`config.mk`:
```
export PLATFORM = sky130hd
export DESIGN_NAME = alu_issue_sched
export DESIGN_NICKNAME = d
export VERILOG_FILES = /design/src/rtl/alu_issue_sched.sv
export SDC_FILE = /design/constraint.sdc
export NUM_CORES = 1
export LEC_CHECK = 0
export CAP_MARGIN = 25
export CORE_MARGIN = 8
export CORE_UTILIZATION = 38
export DETAILED_ROUTE_END_ITERATION = 8
export PLACE_DENSITY = 0.76
export SLEW_MARGIN = 20
export SYNTH_ARGS = -nofsm -noshare
export SYNTH_HDL_FRONTEND = slang
export SYNTH_SLANG_ARGS = --single-unit
```
`constraint.sdc`:
```
create_clock -name clk -period 1.5 [get_ports clk]
set_input_delay 0.3 -clock clk [delete_from_list [all_inputs] [get_ports clk]]
set_output_delay 0.3 -clock clk [all_outputs]
set_load 0.01 [all_outputs]
```
`src/rtl/alu_issue_sched.sv`:
```
// Issue scheduler for the shared ALU: round-robin arbitration between two uop requesters,
// a registered issue stage and a fixed-latency shadow pipeline that signals writeback.
module alu_issue_sched #(
    parameter int unsigned TAG_W = 5,
    parameter int unsigned LAT   = 2,
    parameter int unsigned CNT_W = 16
) (
    input  logic             clk,
    input  logic             reset,
    input  logic             req0_valid,
    output logic             req0_ready,
    input  logic [6:0]       req0_opcode,
    input  logic [2:0]       req0_funct3,
    input  logic [6:0]       req0_funct7,
    input  logic [TAG_W-1:0] req0_rd,
    input  logic             req1_valid,
    output logic             req1_ready,
    input  logic [6:0]       req1_opcode,
    input  logic [2:0]       req1_funct3,
    input  logic [6:0]       req1_funct7,
    input  logic [TAG_W-1:0] req1_rd,
    input  logic             alu_stall,
    output logic             iss_valid,
    output logic [6:0]       iss_opcode,
    output logic [2:0]       iss_funct3,
    output logic [6:0]       iss_funct7,
    output logic [TAG_W-1:0] iss_rd,
    output logic             iss_src,
    output logic             wb_valid,
    output logic [TAG_W-1:0] wb_rd,
    output logic             wb_src,
    output logic             ill_op,
    output logic             busy,
    output logic [CNT_W-1:0] issue_cnt
);

    localparam logic [6:0] R_TYPE_OP = 7'b0110011;
    localparam logic [6:0] I_TYPE_OP = 7'b0010011;

    logic             rr_q;
    logic             grant0;
    logic             grant1;
    logic             any_grant;
    logic             sel_legal;
    logic [6:0]       sel_opcode;
    logic [2:0]       sel_funct3;
    logic [6:0]       sel_funct7;
    logic [TAG_W-1:0] sel_rd;

    logic             sh_v_q   [LAT];
    logic [TAG_W-1:0] sh_rd_q  [LAT];
    logic             sh_src_q [LAT];

    // Grants are suppressed while reset is held so no uop is consumed and then dropped.
    always_comb begin
        grant0 = 1'b0;
        grant1 = 1'b0;
        if (reset && !alu_stall) begin
            if (req0_valid && req1_valid) begin
                if (rr_q) begin
                    grant1 = 1'b1;
                end else begin
                    grant0 = 1'b1;
                end
            end else if (req0_valid) begin
                grant0 = 1'b1;
            end else if (req1_valid) begin
                grant1 = 1'b1;
            end
        end
    end

    assign req0_ready = grant0;
    assign req1_ready = grant1;
    assign any_grant  = grant0 | grant1;

    always_comb begin
        sel_opcode = grant1 ? req1_opcode : req0_opcode;
        sel_funct3 = grant1 ? req1_funct3 : req0_funct3;
        sel_funct7 = grant1 ? req1_funct7 : req0_funct7;
        sel_rd     = grant1 ? req1_rd     : req0_rd;
        sel_legal  = (sel_opcode == R_TYPE_OP) || (sel_opcode == I_TYPE_OP);
    end

    always_ff @(posedge clk) begin
        if (!reset) begin
            rr_q       <= 1'b0;
            iss_valid  <= 1'b0;
            iss_opcode <= '0;
            iss_funct3 <= '0;
            iss_funct7 <= '0;
            iss_rd     <= '0;
            iss_src    <= 1'b0;
            ill_op     <= 1'b0;
            issue_cnt  <= '0;
            for (int i = 0; i < LAT; i++) begin
                sh_v_q[i]   <= 1'b0;
                sh_rd_q[i]  <= '0;
                sh_src_q[i] <= 1'b0;
            end
        end else begin
            iss_valid <= any_grant && sel_legal;
            ill_op    <= any_grant && !sel_legal;
            if (any_grant && sel_legal) begin
                iss_opcode <= sel_opcode;
                iss_funct3 <= sel_funct3;
                iss_funct7 <= sel_funct7;
                iss_rd     <= sel_rd;
                iss_src    <= grant1;
            end
            // Pointer moves to the requester that was not just served.
            if (any_grant) begin
                rr_q <= grant0;
            end
            if (iss_valid && (issue_cnt != '1)) begin
                issue_cnt <= issue_cnt + CNT_W'(1);
            end
            sh_v_q[0]   <= iss_valid;
            sh_rd_q[0]  <= iss_rd;
            sh_src_q[0] <= iss_src;
            for (int i = 1; i < LAT; i++) begin
                sh_v_q[i]   <= sh_v_q[i-1];
                sh_rd_q[i]  <= sh_rd_q[i-1];
                sh_src_q[i] <= sh_src_q[i-1];
            end
        end
    end

    // Results targeting tag 0 retire without a writeback strobe.
    assign wb_valid = sh_v_q[LAT-1] && (sh_rd_q[LAT-1] != '0);
    assign wb_rd    = sh_rd_q[LAT-1];
    assign wb_src   = sh_src_q[LAT-1];

    always_comb begin
        busy = iss_valid;
        for (int i = 0; i < LAT; i++) begin
            busy = busy | sh_v_q[i];
        end
    end

endmodule

```
==> out/metrics.csv, run 1 <==
stage;metric;value;unit
floorplanning;fp.dieArea;9016;µm²
placement;place_ws;-627.7;ps
clocking;clkTransAtPathRegs;90;ps
global_routing;grt_pass1_vias;2262;
critical_path;arrival;1420;ps
run_status;outcome;complete, but fails checks;
cells_and_area;multi_input_area;1249;µm²
global_routing;grt_pass1_wl;10370;µm
drt;wirelength;6664;µm
critical_path;worst-endpoint-required;1200;ps
synthesis;synth_area_leaders;dfxtp_1, and2_1, o211a_1;
cells_and_area;final_nets;422;
critical_path;r2r_start;rr_q;
sta;max_slew_margin;0.6960;
sta;grt_setup_unrepaired;yes;
sta;worst_pin_slew;456.0;ps
synthesis;post_synth_num_cell_types;45;
synthesis;ys_seq_elements;56;
drt;ant_nets;0;
global_routing;antenna_found_initial;0;
drt;wl_per_cell;14.88;µm
power;swShare;0.2197;
critical_path;setup.worst_path.class;reg2out;
critical_path;crit_start;sh_rd_q[0][5];
synthesis;synth_area;2369;µm²
synthesis;yosysSeqAreaShare;0.4733;
job;cap_violations;0;
drt;num_vias;2242;
drt;viasPerCell;5.004;
synthesis;synth-main-ff-cell;dfxtp_1;
placement;place.gp.congestion;0.7888;
sta;hold_ws;442.1;ps
critical_path;critical_path.endpoint_type;primary output;
global_routing;grt_usage;0.1435;
sta;setup_viol;1;
floorplanning;coreArea;5991;µm²
cells_and_area;area_growth;62.86;%
synthesis;avgSynthCellArea;9.628;µm²
cells_and_area;drive_gt1_frac;0.2225;
synthesis;synth-edff-count;0;
drt;drt_iter0_markers;55;
synthesis;synthCells;246;
clocking;cts_max_path_buffers;2;
sta;min_period;1719;ps
clocking;cts_buffers;5;
clocking;clk_latency;300;ps
clocking;ctsHtreeMaxLevel;2;
drt;dr.pass1.iters;4;
run_status;violations;negative setup slack;
clocking;cts_tree;done;
power;p_clk_frac;0.328;
power;seqPwrFrac;0.577;
worst_hold_path;hold_path.class;reg2reg;
sta;min_period_over_period;1.146;
floorplanning;dieHeight;94.95;µm
cells_and_area;diodes;0;
critical_path;crit_fanout;2;
synthesis;syn_nets;296;
cells_and_area;register_area;1132;µm²
cells_and_area;fill_cells;517;
sta;setup_slack;-218.9;ps
placement;dp.cells;433;
drt;drcViolationCount;0;
worst_hold_path;hold_path.startpoint;sh_rd_q[0][4];
sta;slew_viol_final;0;
power;p_comb_frac;0.095;
placement;io_buffers;99;
synthesis;yosysWarnings;0;
sta;setup_tns;-218.9;ps
power;powerDensity;669.6;nW/µm²
synthesis;netlist.area_leader.share;0.4733;
critical_path;worstSetupStartpointType;flip-flop;
cells_and_area;layout.cells.non_filler;448;
worst_hold_path;holdPathStages;1;
floorplanning;start_util;0.3954;
sta;finalHoldViolCount;0;
floorplanning;boundaryPins;100;
floorplanning;die_x;94.95;µm
power;p_switching;0.0005675;W
synthesis;yosysTopAreaCell;dfxtp_1;
global_routing;gr-total-overflow;0;
power;internal-power;0.002015;W
critical_path;rr_worst_depth;6;
clocking;cts_hold_buf;0;
global_routing;grt_max_degree;56;
clocking;root_buffer;clkbuf_8;
power;cellLeakagePower;2.115;nW
power;ir_drop;518.0;µV
clocking;clock_sink_count;56;
sta;finClkSkew;7.851;ps
synthesis;async_flop_share;0;
placement;post-dp-hpwl;5004;µm
sta;fmax;581.8;MHz
floorplanning;rows;28;
## cell families (layout without fill, tap and decap cells)
logic type / after synthesis / after routing / share of synthesized area
flip-flops: 56 / 56 / 0.4733
buffers and inverters: 20 / 147 / 0.04596
AO/OA/AOI/OAI: 48 / 48 / 0.1463
AND/OR/NAND/NOR: 105 / 105 / 0.2594
XOR/XNOR: 10 / 10 / 0.03698
adder cells (fa/ha/maj): 1 / 1 / 0.005282
multiplexers: 6 / 6 / 0.03275
## cell usage in the layout (no fill, tap or decap), drive strengths merged, types with 2 or more instances in the layout
master,netlist,routed
o211ai,2,2
nand3b,2,2
nor2,2,2
nor4b,2,2
clkbuf,9,8
o21ai,5,5
nand4,4,4
and3,10,10
buf,8,41
inv,2,2
clkdlybuf4s50,0,39
and2,23,23
xnor2,9,9
a31oi,2,2
a21boi,4,4
nand2,28,28
nand4b,2,2
dlygate4sd2,0,39
mux2,4,4
clkdlybuf4s15,0,4
dlymetal6s2s,0,12
and4,2,2
o211a,13,13
nand3,23,23
o21a,4,4
mux2i,2,2
nor2b,3,3
a21oi,15,15
dfxtp,56,56
## critical path, stage by stage (launching register included)
cell and delay [ps]:
dfxtp_1 310, or4_1 510, o21a_1 170, buf_2 130
## area by class of cell
cell class / count / area share
clock buffers: 7 / 0.02238
clock inverters: 1 / 0.001946
inverters: 3 / 0.004865
multi-input cells: 170 / 0.3237
flip-flops and latches: 56 / 0.2935
well taps: 75 / 0.02433
repair buffers: 136 / 0.3292
## flip-flops by register name, summed over array words and instances, names as in the netlist, 2 cells and up
signal,cells
sh_src_q,2
issue_cnt,16
sh_v_q,2
sh_rd_q,10
iss_funct7,7
iss_funct3,3
iss_opcode,7
iss_rd,5
## cells in the mapped netlist, types with 2 or more instances
cell type and instances:
o211a_1 13, o211ai_1 2, a21oi_1 15, buf_4 5
nand3_1 22, nor2b_1 2, buf_2 2, and4_1 2
and3_1 10, dfxtp_1 56, mux2_2 4, o21a_1 4
and2_1 23, clkbuf_1 9, a31oi_1 2, nand3b_1 2
xnor2_1 9, a21boi_0 4, nand2_1 27, nand4b_1 2
nand4_1 3, o21ai_0 4, nor2_1 2
## per-stage QoR
| stage | area (µm²) | total power, W | util |
|---|---|---|---|
| detailed placement | 3620 | 0.001775 | 0.6042 |
| finish | 3857 | 0.002583 | 0.6439 |
| global route | 3857 | 0.002677 | 0.6439 |
| CTS | 3740 | 0.002591 | 0.6243 |
| floorplan | 2402 | 0.001604 | - |
| global placement | 3620 | 0.001773 | 0.6042 |
## power groups by stage
stage | Combinational, W | Sequential [W] | Clock (W)
5_1_grt | 0.000267 | 0.00149 | 0.000917
2_1_floorplan | 0.0000752 | 0.00153 | 0
4_1_cts | 0.000240 | 0.00149 | 0.000860
6_report | 0.000245 | 0.00149 | 0.000847
3_3_place_gp | 0.000245 | 0.00153 | 0
3_5_place_dp | 0.000247 | 0.00153 | 0
## layer usage
metal / track usage / up-vias / wire (µm)
met4: 0.03771 / 0 / 46
li1: - / 1113 / -
met1: 0.1570 / 1046 / 2732
met2: 0.2393 / 76 / 3167
met3: 0.07460 / 7 / 718
met5: 0 / - / 0
## repair_timing
item | in CTS | in global routing
gates cloned | 1 | 1
pin swaps | 6 | 7
setup endpoints to repair | 66 | 47
buffers inserted | 5 | 3
resized for setup | 74 | 39
## worst paths after layout
path,end,slack (ps)
setup / recovery,wb_valid,-220
hold / removal,sh_rd_q[0][9],440
setup reg to reg,iss_rd[1],20
hold reg to reg,sh_rd_q[0][9],440
Note: power is estimated with default switching activity, not from simulation.
==> inputs of run 2 (changes only) <==
--- a/config.mk
+++ b/config.mk
@@ -7,9 +7,9 @@
 export LEC_CHECK = 0
 export CAP_MARGIN = 25
 export CORE_MARGIN = 8
-export CORE_UTILIZATION = 38
+export CORE_UTILIZATION = 42
 export DETAILED_ROUTE_END_ITERATION = 8
-export PLACE_DENSITY = 0.76
+export PLACE_DENSITY = 0.79
 export SLEW_MARGIN = 20
 export SYNTH_ARGS = -nofsm -noshare
 export SYNTH_HDL_FRONTEND = slang
==> constraint.sdc (replaced) <==
create_clock -name clk -period 1.75 [get_ports clk]
set_input_delay 0.35 -clock clk [delete_from_list [all_inputs] [get_ports clk]]
set_output_delay 0.35 -clock clk [all_outputs]
set_load 0.01 [all_outputs]
==> run 2 against run 1 <==
- the run still ends with negative setup slack left
- sequential cell count stayed put
- total power is 5.5% lower
- combinational power is 13% lower
- sequential power is 14% lower
- hold slack worse by 31 ps
- setup slack better by 180 ps
- global-route usage is 0.67 points higher
- cell count is 4.7% lower
- critical endpoint unchanged
- largest power group unchanged
==> out/metrics.csv, run 2 (same netlist as run 1, synthesis figures left out) <==
stage;metric;value;unit;change
critical_path;cp_slowest_cell;or4_4;;was or4_1
critical_path;path_buf_inv;1;;unchanged
sta;fmax;558.0;MHz;
critical_path;arrival;1440;ps;was 1420 ps
worst_hold_path;hold_path.startpoint;req1_opcode[3];;was sh_rd_q[0][4]
clocking;cts_max_path_buffers;2;;unchanged
sta;setup_slack;-42.07;ps;was -218.9 ps
global_routing;gr-total-overflow;0;;unchanged
drt;wirelength;6359;µm;was 6664 µm
critical_path;cp_top_family;simple AND/OR/NAND/NOR gates;;unchanged
worst_hold_path;whs_endpoint;iss_src;;was sh_rd_q[0][9]
drt;num_vias;2159;;was 2,242
cells_and_area;mostFrequentLayoutCells;clkdlybuf4s50_1, dfxtp_1, nand2_1;;was dfxtp_1, dlygate4sd2_1, clkdlybuf4s50_1
drt;drcViolationCount;0;;unchanged
sta;finClkSkew;9.952;ps;was 7.851 ps
critical_path;path_cells;or4_4 > o21a_1 > buf_2;;was or4_1 > o21a_1 > buf_2
critical_path;rr_worst_depth;7;;was 6
power;p_switching;0.0004668;W;was 0.0005675 W
sta;min_period;1792;ps;
global_routing;grt_pass1_wl;10530;µm;was 10,370 µm
placement;dp.cells;419;;was 433
placement;io_buffers;99;;unchanged
clocking;root_buffer;clkbuf_8;;unchanged
cells_and_area;largest_reg_flops;16;;unchanged
cells_and_area;drive_gt1_frac;0.1380;;was 0.2225
placement;place.gp.congestion;0.7703;;was 0.7888
cells_and_area;final_nets;405;;was 422
critical_path;crit_fanout;2;;unchanged
power;powerDensity;668.8;nW/µm²;was 669.6 nW/µm²
sta;setup_viol;1;;unchanged
sta;grt_setup_unrepaired;yes;;unchanged
critical_path;slowest_delay;520;ps;was 510 ps
cells_and_area;reg.largest.list;issue_cnt x16, sh_rd_q x10;;unchanged
drt;drt_iter0_markers;98;;was 55
clocking;cts_tree;done;;unchanged
drt;ant_nets;0;;unchanged
floorplanning;rows;27;;was 28
worst_hold_path;holdPathStages;4;;was 1
critical_path;worst-endpoint-required;1400;ps;was 1200 ps
cells_and_area;diodes;0;;unchanged
sta;max_slew_margin;0.6896;;was 0.6960
clocking;clkTransAtPathRegs;100;ps;was 90 ps
power;seqPwrFrac;0.524;;was 0.577
cells_and_area;layout_commonest_cell;clkdlybuf4s50_1;;was dfxtp_1
power;p_clk_frac;0.389;;was 0.328
clocking;clk_latency;300;ps;about the same
critical_path;reg2reg_to;iss_rd[0];;was iss_rd[1]
job;cap_violations;0;;unchanged
run_status;outcome;complete, but fails checks;;unchanged
power;swShare;0.1912;;was 0.2197
global_routing;grt_pass1_vias;2233;;was 2,262
cells_and_area;layout.cells.non_filler;427;;was 448
floorplanning;coreArea;5473;µm²;was 5991 µm²
critical_path;r2r_start;rr_q;;unchanged
floorplanning;boundaryPins;100;;unchanged
critical_path;r2r_setup_slack;160;ps;was 20 ps
global_routing;grt_max_degree;56;;unchanged
floorplanning;dieHeight;91.10;µm;was 94.95 µm
sta;min_period_over_period;1.024;;
sta;worst_pin_slew;465.5;ps;was 456.0 ps
placement;place_ws;-420.3;ps;was -627.7 ps
clocking;cts_buffers;5;;unchanged
global_routing;grt_usage;0.1502;;was 0.1435
critical_path;critical_path.endpoint_type;primary output;;unchanged
clocking;clock_sink_count;56;;unchanged
power;p_comb_frac;0.087;;was 0.095
floorplanning;fp.dieArea;8298;µm²;was 9016 µm²
drt;dr.pass1.iters;4;;unchanged
run_status;violations;negative setup slack;;unchanged
placement;post-dp-hpwl;4838;µm;was 5004 µm
cells_and_area;registers.top_by_ff_count;issue_cnt;;unchanged
power;ir_drop;435.7;µV;was 518.0 µV
clocking;cts_hold_buf;0;;unchanged
critical_path;worstSetupStartpointType;flip-flop;;unchanged
floorplanning;die_x;91.10;µm;was 94.95 µm
sta;slew_viol_final;0;;unchanged
drt;viasPerCell;5.056;;was 5.004
power;internal-power;0.001975;W;was 0.002015 W
clocking;ctsHtreeMaxLevel;2;;unchanged
global_routing;antenna_found_initial;0;;unchanged
cells_and_area;area_growth;54.15;%;was 62.86%
worst_hold_path;hold_path.class;in2reg;;was reg2reg
power;cellLeakagePower;1.655;nW;was 2.115 nW
sta;finalHoldViolCount;0;;unchanged
critical_path;setup.worst_path.class;reg2out;;unchanged
drt;wl_per_cell;14.89;µm;was 14.88 µm
floorplanning;start_util;0.4328;;was 0.3954
[run 2: power groups by stage]
stage / registers [W] / clock network [W] / logic [W]
5_1_grt: 0.00128 / 0.00103 / 0.000232
2_1_floorplan: 0.00131 / 0 / 0.0000630
4_1_cts: 0.00128 / 0.000977 / 0.000214
3_5_place_dp: 0.00131 / 0 / 0.000215
6_report: 0.00128 / 0.000949 / 0.000213
3_3_place_gp: 0.00131 / 0 / 0.000212
[run 2: layout make-up]
class,count,area (µm²)
tap,72,90.09
clock buffer,5,68.82
fill,490,1822
inverter,3,16.27
clock inverter,2,60.06
timing repair buffer,119,1136
sequential,56,1126
multi-input combinational,170,1154
[run 2: how the worst max path moves through the flow]
stage,startpoint,endpoint,depth (start not counted)
after floorplan,req0_opcode[6],iss_rd[0],6
after detailed placement,reset,req1_ready,6
after global placement,reset,req1_ready,6
after global routing,sh_rd_q[0][9],wb_valid,3
final,sh_rd_q[0][9],wb_valid,3
after CTS,sh_rd_q[0][9],wb_valid,3
[run 2: layer usage]
metal | up-vias | part of all wire | GRT usage
met5 | - | 0 | 0
met3 | 5 | 0.10 | 0.07490
met2 | 78 | 0.46 | 0.2545
met1 | 998 | 0.43 | 0.1663
li1 | 1078 | - | -
met4 | 0 | 0.0071 | 0.02865
[run 2: timing repair]
item	in CTS	in global routing
endpoints found under the setup margin	25	13
gates cloned	0	0
gates resized for setup	21	7
pin swaps	3	5
setup buffers	0	1
[run 2: metrics by stage]
| step | total power (W) | utilization | hold WS [ps] | TNS (ps) | cell area [µm²] |
|---|---|---|---|---|---|
| global route | 0.002541 | 0.6671 | 438.8 | -105.8 | 3651 |
| detailed placement | 0.001524 | 0.6395 | 420.9 | -9943 | 3500 |
| finish | 0.002442 | 0.6671 | 411.3 | -42.07 | 3651 |
| global placement | 0.001521 | 0.6395 | 414.6 | -8990 | 3500 |
| CTS | 0.002471 | 0.6628 | 442.9 | -60.37 | 3627 |
| floorplan | 0.001374 | - | 411.9 | 0 | 2369 |
[run 2: worst min-delay path, stage by stage]
cell and delay (ps):
dlymetal6s2s_1 100, nor4b_2 60, nand3_2 100, o2bb2ai_1 70
